### src/rtl/conv_mac_arbiter.sv
// Round-robin arbiter sharing one saturating MAC among N requesters, one job in flight.
// Define CONV_MAC_ARB_RELU_EN to clamp negative results to zero on y_data.
module conv_mac_arbiter #(
    parameter int N = 2,
    parameter int W = 12
) (
    input  logic                    clk,
    input  logic                    reset,
    input  logic [N-1:0]            req_valid,
    output logic [N-1:0]            req_ready,
    input  logic [N*W-1:0]          req_x,
    input  logic [N*W-1:0]          req_f,
    input  logic [N-1:0]            req_last,
    output logic                    y_valid,
    input  logic                    y_ready,
    output logic [W-1:0]            y_data,
    output logic [$clog2(N)-1:0]    y_id
);

    localparam int IW = $clog2(N);

    typedef enum logic [1:0] {IDLE, BURST, FLUSH, OUT} state_t;

    state_t               state, state_nxt;
    logic [IW-1:0]        ptr, gnt, pick, idx;
    logic                 any_valid;
    logic signed [W-1:0]  x_g, f_g, p, p_sat, acc, acc_sat, y_res;
    logic signed [2*W-1:0] prod;
    logic signed [W:0]    sum;
    logic                 p_valid, beat_acc;

    localparam logic signed [W-1:0] MAXV = {1'b0, {(W-1){1'b1}}};
    localparam logic signed [W-1:0] MINV = {1'b1, {(W-1){1'b0}}};

    // First valid requester at or after ptr, wrapping modulo N.
    always_comb begin
        // NOTE: every combinational output gets a default first so no path leaves it unassigned (no latch).
        pick      = '0;
        any_valid = 1'b0;
        idx       = '0;
        for (int k = 0; k < N; k++) begin
            idx = IW'((int'(ptr) + k) % N);
            if (!any_valid && req_valid[idx]) begin
                any_valid = 1'b1;
                pick      = idx;
            end
        end
    end

    assign x_g      = req_x[int'(gnt)*W +: W];
    assign f_g      = req_f[int'(gnt)*W +: W];
    assign beat_acc = (state == BURST) && req_valid[gnt];
    assign prod     = x_g * f_g;
    assign sum      = {acc[W-1], acc} + {p[W-1], p};

    assign p_sat   = (&prod[2*W-1:W-1] || ~|prod[2*W-1:W-1]) ? prod[W-1:0]
                   : (prod[2*W-1] ? MINV : MAXV);
    assign acc_sat = (sum[W] == sum[W-1]) ? sum[W-1:0] : (sum[W] ? MINV : MAXV);

`ifdef CONV_MAC_ARB_RELU_EN
    assign y_res = acc[W-1] ? '0 : acc;
`else
    assign y_res = acc;
`endif

    always_ff @(posedge clk or posedge reset) begin
        // NOTE: sequential state uses non-blocking assignments so every register samples pre-edge values.
        if (reset) state <= IDLE;
        else       state <= state_nxt;
    end

    always_comb begin
        state_nxt = state;
        case (state)
            IDLE:    if (any_valid) state_nxt = BURST;
            BURST:   if (beat_acc && req_last[gnt]) state_nxt = FLUSH;
            FLUSH:   state_nxt = OUT;
            OUT:     if (y_ready) state_nxt = IDLE;
            default: state_nxt = IDLE;
        endcase
    end

    always_comb begin
        req_ready = '0;
        if (state == BURST) req_ready[gnt] = 1'b1;
        y_valid = (state == OUT);
        y_data  = (state == OUT) ? y_res : '0;
        y_id    = (state == OUT) ? gnt : '0;
    end

    // Product stage registers on the accepted beat; accumulate follows one cycle later.
    always_ff @(posedge clk or posedge reset) begin
        if (reset) begin
            ptr     <= '0;
            gnt     <= '0;
            p       <= '0;
            p_valid <= 1'b0;
            acc     <= '0;
        end else begin
            p_valid <= beat_acc;
            if (beat_acc) p <= p_sat;
            if (state == IDLE && any_valid) begin
                gnt <= pick;
                ptr <= (pick == IW'(N-1)) ? '0 : pick + 1'b1;
                acc <= '0;
            end else if (p_valid) begin
                acc <= acc_sat;
            end
        end
    end

endmodule

### config.mk
export PLATFORM = sky130hd
export DESIGN_NAME = conv_mac_arbiter
export DESIGN_NICKNAME = d
export VERILOG_FILES = /design/src/rtl/conv_mac_arbiter.sv
export SDC_FILE = /design/constraint.sdc
export NUM_CORES = 1
export LEC_CHECK = 0
export CELL_PAD_IN_SITES_DETAIL_PLACEMENT = 0
export CELL_PAD_IN_SITES_GLOBAL_PLACEMENT = 2
export CORE_ASPECT_RATIO = 1.5
export CORE_MARGIN = 5
export CORE_UTILIZATION = 38
export DETAILED_ROUTE_END_ITERATION = 6
export GPL_TIMING_DRIVEN = 0
export PLACE_DENSITY = 0.84
export SLEW_MARGIN = 40
export SYNTH_ARGS = -nofsm -noshare
export SYNTH_HDL_FRONTEND = slang
export SYNTH_SLANG_ARGS = --single-unit
### constraint.sdc
create_clock -name clk -period 10.28 [get_ports clk]
set_input_delay 2.056 -clock clk [delete_from_list [all_inputs] [get_ports clk]]
set_output_delay 2.056 -clock clk [all_outputs]
set_load 0.03 [all_outputs]
==> qor.yml, run 1 <==
yosys:
  synth_net_count: 1139
  synth_async_sr_flop_share_pct: 100.0
  synth.cells.most_frequent: "inv_1 (175), fa_1 (139), nand2_1 (104)"
  synth_mux_area_share_pct: 6.194
  yosys.area.top_type_share_pct: 35.78
  adder_and_majority_gate_portion_of_the_synthesized_area_pct: 46.56
  ys_seq_elements: 29
  synthesis.instances: 878
  summed_instance_area_of_the_synthesized_netlist_um2: 7777
  postSynth.topFlopCell: "dfrtp_1"
  synth_top_family_by_area: "adder cells"
  synth_sequential_area_ratio_pct: 9.331
  synthXorXnorAreaFrac_pct: 3.491
  synth_enable_flop_cells: 0
  synth_cell_types: 59
  synth-compound-area-share_pct: 10.30
  synth_warnings: 0
  synth_top_cell_by_area: "fa_1"
  synth_area_per_cell_um2: 8.858
  post_synth_and_or_nand_nor_area_fraction_pct: 14.54
  synth_most_common_cell: "inv_1"
  synth.area.top_cells: "fa_1 (36%), ha_1 (11%), dfrtp_1 (9.3%), inv_1 (8.4%), nand2_1 (5.0%)"
flow_run:
  cap_violations: 0
timing:
  period_minus_slack_ps: 9373
  timing.slew.headroom_pct: 48.10
  unrepaired_setup_endpoints_after_global_routing: "no"
  timing.final.hold_violations: 0
  setup_tns_ps: 0
  max_clk_rate_mhz: 106.7
  setup-violations-final: 0
  clock-skew-final_ps: 3.159
  final.period_utilization_pct: 91.17
  timing.final.max_slew_violations: 0
  worst_pin_slew_ps: 772.9
global_routing:
  first_pass_grt_wire_length_mm: 33.40
  global_router_s_overall_resource_usage_pct: 18.10
  initial_antenna_violation_count: 0
  vias_in_the_first_global_route: 6600
  grt_overflow_total: 0
  largest_net_degree_at_the_start_of_global_routing: 30
worst_setup_path:
  worst_ep_required_time_ps: 10440
  crit_fanout: 10
  end_kind: "register"
  worst_r2r_startpoint: "gnt$_DFFE_PP0P_"
  type_of_the_setup_path_with_the_least_slack: "input pin to register"
  arrival_ps: 9530
  setup.worst_path.start_class: "input pin"
  rr_endpoint: "p[3]$_DFFE_PP0P_"
  worst_r2r_path_depth: 25
  timing.reg2reg.setup_slack_ps: 1280
clocking:
  cts_num_sinks: 29
  tritoncts: "built"
  cts-htree-levels: 2
  cts-root-to-sink-buffers: 2
  clock_latency_ps: 280
  cts_stage_hold_buffer_count: 0
  path_clk_slew_ps: 50
  clock-root-buffer: "clkbuf_16"
  post_cts.resized_instances: 0
  post-cts-setup-buffers: 0
  cts_made_buffers: 5
die:
  pin_count: 71
  fp.coreArea_um2: 20260
  die_span_in_x_um: 126.8
  floorplan.die_area_um2: 23490
  die_height_um: 185.2
  effective_utilization_at_floorplan_pct: 38.39
  num_rows: 64
drt:
  detail_route.vias_per_cell: 5.063
  detail_route.wirelength_mm: 20.79
  ant_nets: 0
  drt-wirelength-per-cell_um: 17.05
  routed-via-count: 6172
  first_pass_iters: 4
  drc_marker_count_from_the_first_detailed_route_iteration: 160
  drc_errors: 0
cells_and_area:
  final.fill_count: 2063
  nNetsFinal: 1216
  multiInputGateArea_um2: 6310
  areaGrowthSynthToFinish_pct: 15.14
  layout.core_utilization_pct: 44.20
  seq_area_um2: 725.7
  drive_above_1_share_pct: 4.398
  n_antenna_cell: 0
placed_design:
  place.gp.congestion: 0.8604
  buffer_ports.inserted: 70
  hpwl_mm: 18.46
min_path:
  hold_path_end: "ptr$_DFFE_PP0P_"
  worst_hold_startpoint: "ptr$_DFFE_PP0P_"
  type_of_the_worst_min_delay_path: "register to register"
  holdPathStages: 1
status:
  run_status: "finished, final reports clean"
-- kinds of logic (layout without fill, tap and decap cells) --
logic type / after synthesis / after routing
simple gates: 252 / 252
fa+ha+maj: 206 / 206
mux: 45 / 45
buf+inv: 198 / 275
flops: 29 / 29
compound gates: 117 / 117
xor+xnor: 31 / 31
-- worst max-delay path, stage by stage --
cell and delay [ps]:
clkdlybuf4s50_1 450, mux2_2 200, clkbuf_1 450, nand2_1 250
fa_1 520, inv_1 220, fa_1 490, fa_1 520
fa_1 510, inv_1 50, fa_1 480, inv_1 40
ha_1 260, clkbuf_1 280, nand4_1 190, a211oi_1 550
o31a_1 240, o21ai_0 80, or4b_1 490, o41a_1 540
and2_1 220, clkbuf_2 150, a221o_1 270
-- placed cells by master, fill, tap and decap left out, types with 5 or more instances in the layout --
cell type	Yosys	final
o21ai_0	29	29
nand3_1	6	6
xnor2_1	25	25
clkbuf_16	0	5
clkbuf_1	16	17
nor3_1	17	17
mux2i_1	20	19
dfrtp_1	29	29
nor2_1	71	71
a221o_1	11	11
ha_1	67	67
inv_1	175	174
fa_1	139	139
clkdlybuf4s50_1	0	70
xor2_1	6	6
mux2_2	25	25
nand2_1	104	104
a21oi_1	23	23
and2_1	26	26
a31oi_1	7	7
o21a_1	8	8
nand2b_1	8	8
-- stage by stage --
| step | cell area (um^2) | hold slack [ps] | cells | worst slack (ps) |
|---|---|---|---|---|
| after detailed placement | 8808 | 491.8 | 1212 | 634.1 |
| after global routing | 8955 | 520.9 | 1219 | 490.1 |
| after CTS | 8951 | 498.9 | 1219 | 868.6 |
| final | 8955 | 490.0 | 1219 | 907.5 |
| after floorplan | 7777 | 456.3 | 878 | 2040 |
| after global placement | 8808 | 478.8 | 1212 | 612.4 |
-- how the worst max path moves through the flow --
stage                   start                to
floorplan           req_f[15]  p[1]$_DFFE_PP0P_
global placement     req_f[3]  p[6]$_DFFE_PP0P_
detailed placement  req_f[15]  p[1]$_DFFE_PP0P_
CTS                 req_f[15]  p[1]$_DFFE_PP0P_
global route        req_f[15]  p[1]$_DFFE_PP0P_
finish               req_f[3]  p[3]$_DFFE_PP0P_
-- metal layers --
metal / track usage (%) / wire length (um) / up-vias / share of wire [%]
li1: - / - / 2947 / -
met1: 17.77 / 6878 / 3109 / 33
met2: 38.87 / 12870 / 91 / 62
met3: 1.241 / 511 / 25 / 2.5
met4: 5.625 / 523 / 0 / 2.5
met5: 0 / 0 / - / 0
-- cell type report --
| type | instances | share of cell area (%) |
|---|---|---|
| flip-flops and latches | 29 | 8.104 |
| repair buffers | 70 | 7.825 |
| inverters | 176 | 7.377 |
| clock buffers | 7 | 1.593 |
| plain buffers | 22 | 0.9501 |
| well taps | 264 | 3.689 |
| multi-input cells | 651 | 70.46 |
-- state kept, by name, summed over array words and instances (netlist names) --
register and count:
acc 12, p 12, state 2, gnt 1, p_valid 1, ptr 1
Power of run 1 is not shown: default switching activity piles up to over one toggle a cycle in this logic, so the estimate is an artifact.
==> run 2: changes to the inputs <==
--- a/config.mk
+++ b/config.mk
@@ -12,6 +12,7 @@
 export CORE_UTILIZATION = 38
 export DETAILED_ROUTE_END_ITERATION = 6
 export GPL_TIMING_DRIVEN = 0
+export HOLD_SLACK_MARGIN = 0.05
 export PLACE_DENSITY = 0.84
 export SLEW_MARGIN = 40
 export SYNTH_ARGS = -nofsm -noshare
==> results of run 2 <==
Same layout as run 1: the final DEF is identical, and so are final timing and power.
Power of run 2 is left out for the same reason.
==> run 3: changes to the inputs <==
--- a/config.mk
+++ b/config.mk
@@ -14,6 +14,7 @@
 export GPL_TIMING_DRIVEN = 0
 export HOLD_SLACK_MARGIN = 0.05
 export PLACE_DENSITY = 0.84
+export RECOVER_POWER = 100
 export SLEW_MARGIN = 40
 export SYNTH_ARGS = -nofsm -noshare
 export SYNTH_HDL_FRONTEND = slang
==> run 3 against run 2 <==
Against the previous run: sequential cell count is the same; fmax down 1.4%; largest cell class unchanged; clock skew grew 0.62 ps; cell area is essentially flat; routed wire length rose by 0.13%; register-to-register slack worse by 30 ps; critical endpoint unchanged; non-clock buffer count is the same; hold slack better by 14 ps; highest routed layer unchanged.
==> qor.yml, run 3 (synthesis results as in run 1) <==
status:
  run_status: "finished, final reports clean"
drt:
  ant_nets: 0
  drc_errors: 0
  drt-wirelength-per-cell_um: 17.07
  routed-via-count: 6162
  detail_route.vias_per_cell: 5.055
  detail_route.wirelength_mm: 20.81
  drc_marker_count_from_the_first_detailed_route_iteration: 151
  first_pass_iters: 4
clocking:
  clock_latency_ps: 280
  post_cts.resized_instances: 0
  path_clk_slew_ps: 50
  clock-root-buffer: "clkbuf_16"
  cts_made_buffers: 5
  cts-htree-levels: 2
  tritoncts: "built"
  cts_stage_hold_buffer_count: 0
  cts-root-to-sink-buffers: 2
  cts_num_sinks: 29
  post-cts-setup-buffers: 0
placed_design:
  place.gp.congestion: 0.8604
  placement.cell_area_um2: 8808
  buffer_ports.inserted: 70
  hpwl_mm: 18.46
global_routing:
  groute.layer.met3.usage_pct: 1.241
  global_router_s_overall_resource_usage_pct: 18.10
  grt-busiest-layer: "met2"
  largest_net_degree_at_the_start_of_global_routing: 30
  first_pass_grt_wire_length_mm: 33.40
  use_met2_pct: 38.87
  grt_overflow_total: 0
  groute.layer.met1.usage_pct: 17.77
  vias_in_the_first_global_route: 6600
  initial_antenna_violation_count: 0
cells_and_area:
  drive_above_1_share_pct: 4.084
  nNetsFinal: 1216
  areaGrowthSynthToFinish_pct: 15.12
  mostFrequentLayoutCells: "inv_1 (175), fa_1 (139), nand2_1 (104)"
  mostFrequentLayoutCell: "inv_1"
  n_antenna_cell: 0
  layout.cell_area.non_filler_um2: 8954
  biggestRegsByFlops: "acc: 12 flops, p: 12 flops, state: 2 flops"
worst_setup_path:
  worst_setup_path_endpoint: "p[3]$_DFFE_PP0P_"
  end_kind: "register"
  timing.reg2reg.setup_slack_ps: 1250
  worst_r2r_path_depth: 25
  worst_ep_required_time_ps: 10440
  rr_endpoint: "p[3]$_DFFE_PP0P_"
  critPathLaunch: "req_f[15]"
  setup.worst_path.start_class: "input pin"
  type_of_the_setup_path_with_the_least_slack: "input pin to register"
  worst_r2r_startpoint: "gnt$_DFFE_PP0P_"
  arrival_ps: 9670
  crit_fanout: 10
timing:
  unrepaired_setup_endpoints_after_global_routing: "no"
  timing.slew.headroom_pct: 20.59
  clock-skew-final_ps: 3.775
  period_minus_slack_ps: 9509
  setup-violations-final: 0
  timing.final.hold_violations: 0
  timing.final.max_slew_violations: 0
  setup_tns_ps: 0
  worst_pin_slew_ps: 1190
  max_clk_rate_mhz: 105.2
  final.period_utilization_pct: 92.50
die:
  die_span_in_x_um: 126.8
  floorplan.die_area_um2: 23490
  pin_count: 71
  fp.coreArea_um2: 20260
  die_height_um: 185.2
  num_rows: 64
  effective_utilization_at_floorplan_pct: 38.39
min_path:
  type_of_the_worst_min_delay_path: "register to register"
flow_run:
  cap_violations: 0
[run 3: cell count changes in the layout (fill, tap and decap cells not counted), moves of 2 or more]
| cell | before | now |
|---|---|---|
| o21ai_0 | 29 | 31 |
| dlygate4sd3_1 | 0 | 19 |
| and2_0 | 0 | 2 |
| clkdlybuf4s50_1 | 70 | 51 |
| and2_1 | 26 | 24 |
| o21ai_1 | 3 | 1 |
| clkbuf_1 | 17 | 19 |
[run 3: final cells by class]
class | instances | area [um^2]
timing repair buffer | 70 | 700.7
fill | 2063 | 11310
multi-input combinational | 651 | 6310
sequential | 29 | 725.7
tap | 264 | 330.3
inverter | 176 | 660.6
clock buffer | 7 | 142.6
buffer | 22 | 83.83
[run 3: how the worst min path moves through the flow]
stage	from	end	slack (ps)	depth (start not counted)
2_1_floorplan	p[11]$_DFFE_PP0P_	p[11]$_DFFE_PP0P_	460	2
3_3_place_gp	ptr$_DFFE_PP0P_	ptr$_DFFE_PP0P_	480	1
3_5_place_dp	ptr$_DFFE_PP0P_	ptr$_DFFE_PP0P_	490	1
4_1_cts	ptr$_DFFE_PP0P_	ptr$_DFFE_PP0P_	500	1
5_1_grt	ptr$_DFFE_PP0P_	ptr$_DFFE_PP0P_	520	1
6_report	p[11]$_DFFE_PP0P_	p[11]$_DFFE_PP0P_	500	2
[run 3: metal layers]
layer,wire [um],vias up
met3,445,23
met4,514,0
li1,-,2947
met2,12890,81
met1,6959,3111
met5,0,-
[run 3: metrics by stage]
stage | instances | util, % | worst slack, ps | hold slack, ps
6_report | 1219 | 44.19 | 771.0 | 503.5
2_1_floorplan | 878 | - | 2040 | 456.3
5_1_grt | 1219 | 44.19 | 357.5 | 520.8
4_1_cts | 1219 | 44.18 | 868.6 | 498.9
3_5_place_dp | 1212 | 43.48 | 634.1 | 491.8
3_3_place_gp | 1212 | 43.48 | 612.4 | 478.8
[run 3: critical path, cell delays in order]
cell	delay (ps)
dlygate4sd3_1	520
mux2_1	210
clkbuf_1	470
nand2_1	250
fa_1	520
inv_1	220
fa_1	490
fa_1	520
fa_1	510
inv_1	50
fa_1	480
inv_1	40
ha_1	260
clkbuf_1	280
nand4_1	190
a211oi_1	550
o31a_1	240
o21ai_0	80
or4b_1	490
o41a_1	540
and2_0	220
clkbuf_1	170
a221o_1	290
Power of run 3 is left out for the same reason.
